`config.mk`:
```
export PLATFORM = sky130hd
export DESIGN_NAME = axi_stride_rd_gen_flat
export DESIGN_NICKNAME = d
export VERILOG_FILES = /design/src/rtl/axi_stride_rd_gen_if.sv /design/src/rtl/axi_stride_rd_gen.sv /design/src/flat_wrapper.sv
export SDC_FILE = /design/constraint.sdc
export NUM_CORES = 1
export LEC_CHECK = 0
export ABC_AREA = 1
export CAP_MARGIN = 20
export CORE_ASPECT_RATIO = 0.8
export CORE_MARGIN = 5
export CORE_UTILIZATION = 40
export CTS_CLUSTER_DIAMETER = 150
export DETAILED_ROUTE_END_ITERATION = 10
export PLACE_DENSITY = 0.62
export SETUP_SLACK_MARGIN = 0.1
export SYNTH_ARGS = -nofsm -noshare
export SYNTH_HDL_FRONTEND = slang
export SYNTH_SLANG_ARGS = --single-unit
```
`constraint.sdc`:
```
create_clock -name clk -period 3.39 [get_ports clk]
set_input_delay 0.339 -clock clk [delete_from_list [all_inputs] [get_ports clk]]
set_output_delay 0.339 -clock clk [all_outputs]
set_load 0.005 [all_outputs]
```
`src/rtl/axi_stride_rd_gen_if.sv`:
```
`default_nettype none
// ============================================================================
// Module   : axi_stride_rd_gen_if
// Brief    : AXI read-address and read-data channel bundle for the generator.
// Revision : 1.0
// ============================================================================
interface axi_stride_rd_gen_if #(
    parameter int ADDR_BITS       = 16,
    parameter int BURST_LEN_WIDTH = 8,
    parameter int TID_WIDTH       = 8,
    parameter int DATA_WIDTH      = 8
);
    logic                       m_ar_valid;
    logic                       m_ar_ready;
    logic [ADDR_BITS-1:0]       m_ar_addr;
    logic [BURST_LEN_WIDTH-1:0] m_ar_len;
    logic [TID_WIDTH-1:0]       m_ar_id;

    logic                       m_r_valid;
    logic                       m_r_ready;
    logic [DATA_WIDTH-1:0]      m_r_data;
    logic                       m_r_last;
    logic [TID_WIDTH-1:0]       m_r_id;

    modport master (
        output m_ar_valid, m_ar_addr, m_ar_len, m_ar_id, m_r_ready,
        input  m_ar_ready, m_r_valid, m_r_data, m_r_last, m_r_id
    );

    modport slave (
        input  m_ar_valid, m_ar_addr, m_ar_len, m_ar_id, m_r_ready,
        output m_ar_ready, m_r_valid, m_r_data, m_r_last, m_r_id
    );
endinterface
`default_nettype wire

```
`src/rtl/axi_stride_rd_gen.sv`:
```
`default_nettype none
// ============================================================================
// Module   : axi_stride_rd_gen
// Brief    : Issues strided AXI read bursts and checks the returning R beats.
// Revision : 1.0
// ============================================================================
module axi_stride_rd_gen #(
    parameter int ADDR_BITS           = 16,
    parameter int BURST_LEN_WIDTH     = 8,
    parameter int TID_WIDTH           = 8,
    parameter int DATA_WIDTH          = 8,
    parameter int LOG_MAX_OUTSTANDING = 3,
    parameter int CNT_WIDTH           = 16
) (
    input  wire logic                           clk,
    input  wire logic                           resetN,
    input  wire logic                           cfg_start,
    input  wire logic [ADDR_BITS-1:0]           cfg_base,
    input  wire logic [ADDR_BITS-1:0]           cfg_stride,
    input  wire logic [CNT_WIDTH-1:0]           cfg_count,
    input  wire logic [BURST_LEN_WIDTH-1:0]     cfg_len,
    input  wire logic [TID_WIDTH-1:0]           cfg_id,
    input  wire logic [CNT_WIDTH-1:0]           cfg_gap,
    input  wire logic [LOG_MAX_OUTSTANDING:0]   cfg_maxOutstanding,
    axi_stride_rd_gen_if.master                 bus,
    output logic                                busy,
    output logic                                done,
    output logic [2:0]                          errorCode,
    output logic [CNT_WIDTH-1:0]                stat_cycles,
    output logic [CNT_WIDTH-1:0]                stat_beats
);

    localparam int c_OUT_W = LOG_MAX_OUTSTANDING + 1;

    localparam logic [2:0] c_IDLE  = 3'd0;
    localparam logic [2:0] c_ISSUE = 3'd1;
    localparam logic [2:0] c_GAP   = 3'd2;
    localparam logic [2:0] c_DRAIN = 3'd3;
    localparam logic [2:0] c_DONE  = 3'd4;

    localparam logic [CNT_WIDTH-1:0]       c_CNT_ONE = {{(CNT_WIDTH-1){1'b0}}, 1'b1};
    localparam logic [c_OUT_W-1:0]         c_OUT_ONE = {{(c_OUT_W-1){1'b0}}, 1'b1};
    localparam logic [BURST_LEN_WIDTH-1:0] c_LEN_ONE = {{(BURST_LEN_WIDTH-1){1'b0}}, 1'b1};

    logic [2:0]                 r_state;
    logic [2:0]                 w_next_state;

    logic [ADDR_BITS-1:0]       r_addr;
    logic [ADDR_BITS-1:0]       r_stride;
    logic [CNT_WIDTH-1:0]       r_count;
    logic [CNT_WIDTH-1:0]       r_gap;
    logic [BURST_LEN_WIDTH-1:0] r_len;
    logic [TID_WIDTH-1:0]       r_id;
    logic [c_OUT_W-1:0]         r_limit;

    logic [CNT_WIDTH-1:0]       r_issued;
    logic [CNT_WIDTH-1:0]       r_gap_cnt;
    logic [c_OUT_W-1:0]         r_outstanding;
    logic [BURST_LEN_WIDTH-1:0] r_beat_cnt;
    logic [2:0]                 r_error;
    logic [CNT_WIDTH-1:0]       r_stat_cycles;
    logic [CNT_WIDTH-1:0]       r_stat_beats;
    logic                       r_cyc_run;

    logic                       w_ar_valid;
    logic                       w_r_ready;
    logic                       w_start;
    logic                       w_ar_fire;
    logic                       w_r_fire;
    logic                       w_expected_beat;
    logic                       w_burst_end;
    logic                       w_last_issue;
    logic                       w_final_last;
    logic [DATA_WIDTH-1:0]      w_r_data_unused;

    assign w_start         = cfg_start && ((r_state == c_IDLE) || (r_state == c_DONE));
    assign w_ar_fire       = w_ar_valid && bus.m_ar_ready;
    assign w_r_fire        = bus.m_r_valid && w_r_ready;
    // Beats arriving with nothing outstanding are flagged but never close a burst.
    assign w_expected_beat = w_r_fire && (r_outstanding != '0);
    assign w_burst_end     = w_expected_beat && bus.m_r_last;
    assign w_last_issue    = (r_issued + c_CNT_ONE) == r_count;
    assign w_final_last    = w_burst_end && (r_outstanding == c_OUT_ONE) && !w_ar_fire
                             && (r_issued == r_count);
    assign w_r_data_unused = bus.m_r_data;

    // ------------------------------------------------------------------ state register
    always_ff @(posedge clk or negedge resetN) begin
        if (!resetN) begin
            r_state <= c_IDLE;
        end else begin
            r_state <= w_next_state;
        end
    end

    // ------------------------------------------------------------------ next state
    always_comb begin
        w_next_state = r_state;
        case (r_state)
            c_IDLE, c_DONE: begin
                if (cfg_start) begin
                    w_next_state = (cfg_count == '0) ? c_DONE : c_ISSUE;
                end
            end
            c_ISSUE: begin
                if (w_ar_fire) begin
                    if (w_last_issue) begin
                        w_next_state = c_DRAIN;
                    end else if (r_gap != '0) begin
                        w_next_state = c_GAP;
                    end else begin
                        w_next_state = c_ISSUE;
                    end
                end
            end
            c_GAP: begin
                if (r_gap_cnt == (r_gap - c_CNT_ONE)) begin
                    w_next_state = c_ISSUE;
                end
            end
            c_DRAIN: begin
                if (r_outstanding == '0) begin
                    w_next_state = c_DONE;
                end
            end
            default: w_next_state = c_IDLE;
        endcase
    end

    // ------------------------------------------------------------------ outputs
    always_comb begin
        w_ar_valid = 1'b0;
        w_r_ready  = 1'b0;
        busy       = 1'b0;
        done       = 1'b0;
        case (r_state)
            c_ISSUE: begin
                w_ar_valid = r_outstanding < r_limit;
                w_r_ready  = 1'b1;
                busy       = 1'b1;
            end
            c_GAP, c_DRAIN: begin
                w_r_ready = 1'b1;
                busy      = 1'b1;
            end
            c_DONE: begin
                w_r_ready = 1'b1;
                done      = 1'b1;
            end
            default: ;
        endcase
    end

    assign bus.m_ar_valid = w_ar_valid;
    assign bus.m_ar_addr  = r_addr;
    assign bus.m_ar_len   = r_len;
    assign bus.m_ar_id    = r_id;
    assign bus.m_r_ready  = w_r_ready;

    assign errorCode   = r_error;
    assign stat_cycles = r_stat_cycles;
    assign stat_beats  = r_stat_beats;

    // ------------------------------------------------------------------ datapath
    always_ff @(posedge clk or negedge resetN) begin
        if (!resetN) begin
            r_addr        <= '0;
            r_stride      <= '0;
            r_count       <= '0;
            r_gap         <= '0;
            r_len         <= '0;
            r_id          <= '0;
            r_limit       <= '0;
            r_issued      <= '0;
            r_gap_cnt     <= '0;
            r_outstanding <= '0;
            r_beat_cnt    <= '0;
            r_error       <= '0;
            r_stat_cycles <= '0;
            r_stat_beats  <= '0;
            r_cyc_run     <= 1'b0;
        end else if (w_start) begin
            r_addr        <= cfg_base;
            r_stride      <= cfg_stride;
            r_count       <= cfg_count;
            r_gap         <= cfg_gap;
            r_len         <= cfg_len;
            r_id          <= cfg_id;
            r_limit       <= (cfg_maxOutstanding == '0) ? c_OUT_ONE : cfg_maxOutstanding;
            r_issued      <= '0;
            r_gap_cnt     <= '0;
            r_outstanding <= '0;
            r_beat_cnt    <= '0;
            r_error       <= '0;
            r_stat_cycles <= '0;
            r_stat_beats  <= '0;
            r_cyc_run     <= 1'b0;
        end else begin
            if (w_ar_fire) begin
                r_addr    <= r_addr + r_stride;
                r_issued  <= r_issued + c_CNT_ONE;
                r_gap_cnt <= '0;
            end else if (r_state == c_GAP) begin
                r_gap_cnt <= r_gap_cnt + c_CNT_ONE;
            end

            case ({w_ar_fire, w_burst_end})
                2'b10:   r_outstanding <= r_outstanding + c_OUT_ONE;
                2'b01:   r_outstanding <= r_outstanding - c_OUT_ONE;
                default: ;
            endcase

            if (w_expected_beat) begin
                if (bus.m_r_last) begin
                    r_beat_cnt <= '0;
                    if (r_beat_cnt != r_len) begin
                        r_error[0] <= 1'b1;
                    end
                end else begin
                    r_beat_cnt <= r_beat_cnt + c_LEN_ONE;
                end
            end

            if (w_r_fire) begin
                if (bus.m_r_id != r_id) begin
                    r_error[1] <= 1'b1;
                end
                if (r_outstanding == '0) begin
                    r_error[2] <= 1'b1;
                end
                if (r_stat_beats != '1) begin
                    r_stat_beats <= r_stat_beats + c_CNT_ONE;
                end
            end

            // Cycle window opens after the first AR and closes on the rlast that empties the run.
            if (w_ar_fire && (r_issued == '0)) begin
                r_cyc_run <= 1'b1;
            end else if (w_final_last) begin
                r_cyc_run <= 1'b0;
            end

            if (r_cyc_run && (r_state != c_DONE) && (r_stat_cycles != '1)) begin
                r_stat_cycles <= r_stat_cycles + c_CNT_ONE;
            end
        end
    end

endmodule
`default_nettype wire

```
`src/flat_wrapper.sv`:
```
// flat-port wrapper written by rule: the top's interface ports become plain ports
module axi_stride_rd_gen_flat 
#(
    parameter int ADDR_BITS           = 16,
    parameter int BURST_LEN_WIDTH     = 8,
    parameter int TID_WIDTH           = 8,
    parameter int DATA_WIDTH          = 8,
    parameter int LOG_MAX_OUTSTANDING = 3,
    parameter int CNT_WIDTH           = 16
)
  (clk, resetN, cfg_start, cfg_base, cfg_stride, cfg_count, cfg_len, cfg_id, cfg_gap, cfg_maxOutstanding, busy, done, errorCode, stat_cycles, stat_beats, bus_m_ar_valid, bus_m_ar_addr, bus_m_ar_len, bus_m_ar_id, bus_m_r_ready, bus_m_ar_ready, bus_m_r_valid, bus_m_r_data, bus_m_r_last, bus_m_r_id);
  axi_stride_rd_gen_if #(.ADDR_BITS(ADDR_BITS), .BURST_LEN_WIDTH(BURST_LEN_WIDTH), .TID_WIDTH(TID_WIDTH), .DATA_WIDTH(DATA_WIDTH)) bus_i ();
  input  wire logic clk;
  input  wire logic resetN;
  input  wire logic cfg_start;
  input  wire logic [ADDR_BITS-1:0] cfg_base;
  input  wire logic [ADDR_BITS-1:0] cfg_stride;
  input  wire logic [CNT_WIDTH-1:0] cfg_count;
  input  wire logic [BURST_LEN_WIDTH-1:0] cfg_len;
  input  wire logic [TID_WIDTH-1:0] cfg_id;
  input  wire logic [CNT_WIDTH-1:0] cfg_gap;
  input  wire logic [LOG_MAX_OUTSTANDING:0] cfg_maxOutstanding;
  output logic busy;
  output logic done;
  output logic [2:0] errorCode;
  output logic [CNT_WIDTH-1:0] stat_cycles;
  output logic [CNT_WIDTH-1:0] stat_beats;
  output wire logic [$bits(bus_i.m_ar_valid)-1:0] bus_m_ar_valid;
  output wire logic [$bits(bus_i.m_ar_addr)-1:0] bus_m_ar_addr;
  output wire logic [$bits(bus_i.m_ar_len)-1:0] bus_m_ar_len;
  output wire logic [$bits(bus_i.m_ar_id)-1:0] bus_m_ar_id;
  output wire logic [$bits(bus_i.m_r_ready)-1:0] bus_m_r_ready;
  input wire logic [$bits(bus_i.m_ar_ready)-1:0] bus_m_ar_ready;
  input wire logic [$bits(bus_i.m_r_valid)-1:0] bus_m_r_valid;
  input wire logic [$bits(bus_i.m_r_data)-1:0] bus_m_r_data;
  input wire logic [$bits(bus_i.m_r_last)-1:0] bus_m_r_last;
  input wire logic [$bits(bus_i.m_r_id)-1:0] bus_m_r_id;
  assign bus_m_ar_valid = bus_i.m_ar_valid;
  assign bus_m_ar_addr = bus_i.m_ar_addr;
  assign bus_m_ar_len = bus_i.m_ar_len;
  assign bus_m_ar_id = bus_i.m_ar_id;
  assign bus_m_r_ready = bus_i.m_r_ready;
  assign bus_i.m_ar_ready = bus_m_ar_ready;
  assign bus_i.m_r_valid = bus_m_r_valid;
  assign bus_i.m_r_data = bus_m_r_data;
  assign bus_i.m_r_last = bus_m_r_last;
  assign bus_i.m_r_id = bus_m_r_id;
  axi_stride_rd_gen #(.ADDR_BITS(ADDR_BITS), .BURST_LEN_WIDTH(BURST_LEN_WIDTH), .TID_WIDTH(TID_WIDTH), .DATA_WIDTH(DATA_WIDTH), .LOG_MAX_OUTSTANDING(LOG_MAX_OUTSTANDING), .CNT_WIDTH(CNT_WIDTH)) u_core (.clk(clk), .resetN(resetN), .cfg_start(cfg_start), .cfg_base(cfg_base), .cfg_stride(cfg_stride), .cfg_count(cfg_count), .cfg_len(cfg_len), .cfg_id(cfg_id), .cfg_gap(cfg_gap), .cfg_maxOutstanding(cfg_maxOutstanding), .bus(bus_i), .busy(busy), .done(done), .errorCode(errorCode), .stat_cycles(stat_cycles), .stat_beats(stat_beats));
endmodule
```
==> metrics.txt <==
# TYPE chip_impl_metric gauge
chip_impl_metric{name="detail_route.vias_per_cell",unit=""} 5.01
chip_impl_info{name="post-synth-top-area-cell",value="dfrtp_1"} 1
chip_impl_metric{name="power.share.combinational",unit="%"} 13.4
chip_impl_metric{name="detail_route.first_pass.iterations",unit=""} 5
chip_impl_metric{name="pwr-share-seq",unit="%"} 45.3
chip_impl_info{name="outcome",value="finished clean"} 1
chip_impl_metric{name="fill_cells",unit=""} 2448
chip_impl_metric{name="initial_core_util",unit="%"} 40.4
chip_impl_metric{name="placement_rows",unit=""} 52
chip_impl_metric{name="synthToLayoutAreaGrowth",unit="%"} 25.8
chip_impl_metric{name="clkTransAtPathRegs",unit="ns"} 0.07
chip_impl_metric{name="die_height",unit="um"} 153
chip_impl_metric{name="design.final.nets",unit=""} 1648
chip_impl_metric{name="grt_pass1_vias",unit=""} 8981
chip_impl_info{name="synth_top_cells_by_count",value="nand2_1, dfrtp_1, inv_1"} 1
chip_impl_info{name="ys_dominant_reg_cell",value="dfrtp_1"} 1
chip_impl_metric{name="synth_sequential_area_ratio",unit="%"} 41.0
chip_impl_metric{name="cts.repair.resized",unit=""} 0
chip_impl_metric{name="detail_route.iter0.violations",unit=""} 618
chip_impl_info{name="root_buffer",value="clkbuf_16"} 1
chip_impl_info{name="crit_type",value="flip-flop to output port"} 1
chip_impl_metric{name="detailroute.via_count",unit=""} 9265
chip_impl_metric{name="synthesis.yosys.warnings",unit=""} 0
chip_impl_info{name="crit_path_start",value="u_core.r_outstanding[1]$_DFFE_PN0P_"} 1
chip_impl_metric{name="clock_tree.buffer_depth",unit=""} 2
chip_impl_metric{name="finalInstanceArea",unit="mm^2"} 0.0128
chip_impl_metric{name="timing_hold_violations_final",unit=""} 0
chip_impl_metric{name="final_core_utilization",unit="%"} 50.9
chip_impl_metric{name="share_of_total_power_in_the_clock_network",unit="%"} 41.3
chip_impl_metric{name="worst_slew_margin_rel",unit="%"} 49.0
chip_impl_metric{name="netlist-cell-type-count",unit=""} 53
chip_impl_metric{name="power.internal",unit="mW"} 3.53
chip_impl_metric{name="ant_nets",unit=""} 0
chip_impl_metric{name="grt.total_usage",unit="%"} 19.9
chip_impl_metric{name="placed_cells_incl_taps",unit=""} 1815
chip_impl_info{name="min-delay-start",value="cfg_stride[4]"} 1
chip_impl_metric{name="cts_htree_levels",unit=""} 4
chip_impl_info{name="rsz0062_at_grt",value="no"} 1
chip_impl_metric{name="floorplan.core_area",unit="mm^2"} 0.0252
chip_impl_info{name="list_of_cells_traversed_by_the_critical_path",value="ha_1 -> a21oi_1 -> o21a_1 -> nand2_1 -> inv_1 -> clkdlybuf4s50_1"} 1
chip_impl_metric{name="yosys_register_bits",unit=""} 167
chip_impl_metric{name="synth.avg_cell_area",unit="um^2"} 7.56
chip_impl_metric{name="portBuffers",unit=""} 168
chip_impl_info{name="timing.rr.start",value="u_core.bus.m_ar_addr[0]$_DFFE_PN0P_"} 1
chip_impl_metric{name="die_area",unit="mm^2"} 0.0288
chip_impl_metric{name="final_cell_count_no_fill",unit=""} 1848
chip_impl_metric{name="switching_share",unit="%"} 27.2
chip_impl_metric{name="fmaxAchievable",unit="MHz"} 397
chip_impl_metric{name="clock_sinks",unit=""} 167
chip_impl_metric{name="power.net_switching",unit="mW"} 1.32
chip_impl_metric{name="grt_start_max_net_pins",unit=""} 80
chip_impl_metric{name="critPathMaxStageDelay",unit="ns"} 0.50
chip_impl_metric{name="fin_crit",unit="ns"} 2.52
chip_impl_info{name="critical_path.slowest_cell",value="clkdlybuf4s50_1"} 1
chip_impl_info{name="synth_most_common_cell",value="nand2_1"} 1
chip_impl_metric{name="holdWs",unit="ns"} 0.429
chip_impl_metric{name="synthesis.area",unit="mm^2"} 0.0102
chip_impl_metric{name="worst_skew_pair.late_latency",unit="ns"} 0.44
chip_impl_info{name="min-delay-path-class",value="primary input to flip-flop"} 1
chip_impl_metric{name="max-vdd-ir-drop",unit="mV"} 0.355
chip_impl_metric{name="drc",unit=""} 0
chip_impl_metric{name="antenna_found_initial",unit=""} 0
chip_impl_metric{name="critical_path.max_fanout",unit=""} 4
chip_impl_metric{name="grt_pass1_wl",unit="mm"} 47.0
chip_impl_metric{name="slew_violations",unit=""} 0
chip_impl_metric{name="placed_area",unit="mm^2"} 0.0122
chip_impl_metric{name="max_cap_viol_count",unit=""} 0
chip_impl_metric{name="detailedPlacementHpwl",unit="mm"} 21.1
chip_impl_metric{name="cts_buffers",unit=""} 17
chip_impl_metric{name="routed_wirelength",unit="mm"} 28.3
chip_impl_metric{name="die_width",unit="um"} 188
chip_impl_metric{name="fraction_of_final_layout_cells_with_drive_strength_greater_than_1",unit="%"} 7.02
chip_impl_metric{name="final.setup_skew",unit="ns"} 0.0126
chip_impl_metric{name="diodes",unit=""} 0
chip_impl_metric{name="critPathRequiredTime",unit="ns"} 3.05
chip_impl_metric{name="final_period_util",unit="%"} 74.4
chip_impl_metric{name="arrival_time_worst_endpoint",unit="ns"} 2.18
chip_impl_metric{name="worstMarginPinSlew",unit="ns"} 0.764
chip_impl_info{name="critPathCaptureType",value="output port"} 1
chip_impl_info{name="tritoncts",value="done"} 1
chip_impl_metric{name="area_share_of_the_leading_cell_type_in_the_synthesized_netlist",unit="%"} 41.0
chip_impl_metric{name="place.gp.congestion",unit=""} 0.893
chip_impl_info{name="synth.top_cells.by_area",value="dfrtp_1, nand2_1, inv_1, o21ai_0, ha_1"} 1
chip_impl_metric{name="total_leakage_power",unit="nW"} 6.00
chip_impl_info{name="worst_setup_path_start_kind",value="flip-flop"} 1
chip_impl_metric{name="syn_inst",unit=""} 1347
chip_impl_metric{name="grt.overflow.total",unit=""} 0
chip_impl_metric{name="power_per_cell_area",unit="mW/mm^2"} 378
chip_impl_metric{name="report.final.setup_viol",unit=""} 0
chip_impl_metric{name="synth-edff-count",unit=""} 0
chip_impl_metric{name="top_level_ports",unit=""} 177
chip_impl_metric{name="net_count_after_synthesis",unit=""} 1484
chip_impl_metric{name="avgRoutedWirePerCell",unit="um"} 15.3
chip_impl_metric{name="async_reset_ff_share",unit="%"} 100
chip_impl_metric{name="finalSetupTns",unit="ns"} 0
[final timing paths]
kind                                                        endpoint  slack, ns  cells after the start
worst max register to register  u_core.bus.m_ar_addr[12]$_DFFE_PN0P_       0.92                     12
min in group asynchronous                u_core.r_gap[4]$_DFFE_PN0P_       0.51                      2
worst min register to register        u_core.r_stride[6]$_DFFE_PN0P_       0.49                      2
worst min-delay path                  u_core.r_stride[4]$_DFFE_PN0P_       0.43                      3
worst max-delay path                                  bus_m_ar_valid       0.87                      6
max in group asynchronous             u_core.r_issued[7]$_DFFE_PN0P_       1.87                      3
[stage by stage]
step / setup slack, ns / power (mW)
after floorplan: 1.20 / 2.49
after global placement: 0.939 / 2.87
after detailed placement: 0.884 / 2.89
after CTS: 0.844 / 4.91
after global routing: 0.721 / 5.07
final: 0.869 / 4.85
[final cells by class]
class                   count  area [um^2]  share of cell area, %
inverters                 165          622                   4.86
clock inverters            14          161                   1.26
clock buffers              18          429                   3.35
well taps                 324          405                   3.17
repair buffers            178         1770                   13.8
multi-input cells         982         5240                   40.9
flip-flops and latches    167         4180                   32.6
[state kept, by name, indices dropped and copies added (netlist names)]
name                  flops
u_core.stat_cycles       16
u_core.r_state            3
u_core.r_issued          16
u_core.errorCode          3
u_core.bus.m_ar_len       8
u_core.bus.m_ar_addr     16
u_core.r_outstanding      4
u_core.stat_beats        16
u_core.bus.m_ar_id        8
u_core.r_cyc_run          1
u_core.r_stride          16
u_core.r_limit            4
u_core.r_count           16
u_core.r_beat_cnt         8
u_core.r_gap_cnt         16
u_core.r_gap             16
[power groups by stage]
stage	registers, mW	logic, mW	clock network, mW
6_report	2.20	0.650	2.00
5_1_grt	2.21	0.725	2.14
4_1_cts	2.20	0.658	2.05
3_5_place_dp	2.23	0.654	0
3_3_place_gp	2.23	0.643	0
2_1_floorplan	2.21	0.278	0
[metal layers]
metal | vias up | part of all wire [%] | global-route usage [%]
met1 | 4304 | 49 | 29.3
met2 | 228 | 44 | 30.2
met4 | 0 | 0.92 | 4.02
met5 | - | 0 | 0
li1 | 4716 | - | -
met3 | 17 | 5.5 | 4.65
[cells by family (layout without fill, tap and decap cells)]
kind of cell	count (synthesis)	count (layout)	share of synthesized area, %
xor gates and xnor gates	69	69	5.93
buffers and inverters	198	375	7.59
adders and majority gates	31	31	3.88
and+or+nand+nor	680	680	30.6
DFF	167	167	41.0
AOI/OAI and AO/OA	202	202	10.9
[worst max-delay path, delay by kind of cell (launching register included)]
kind	cells	cell delay, ns
compound gates	2	0.32
buf+inv	2	0.58
flops	1	0.43
fa+ha+maj	1	0.31
simple gates	1	0.11
[placed cells by master (no fill, tap or decap), drive strengths merged, types with 30 or more instances in the layout]
cell type        n
nor2           113
dfrtp          167
nand3           69
nand2          401
nor3            43
clkdlybuf4s50  167
a21oi           65
o21ai           91
inv            168
ha              30
xnor2           41
[what timing repair did]
action | 4_1_cts | 5_1_grt
buffers inserted | 0 | 0
hold endpoints to repair | 53 | 0
hold buffers | 1 | 0
No activity file was read; power rests on OpenSTA's default activity.
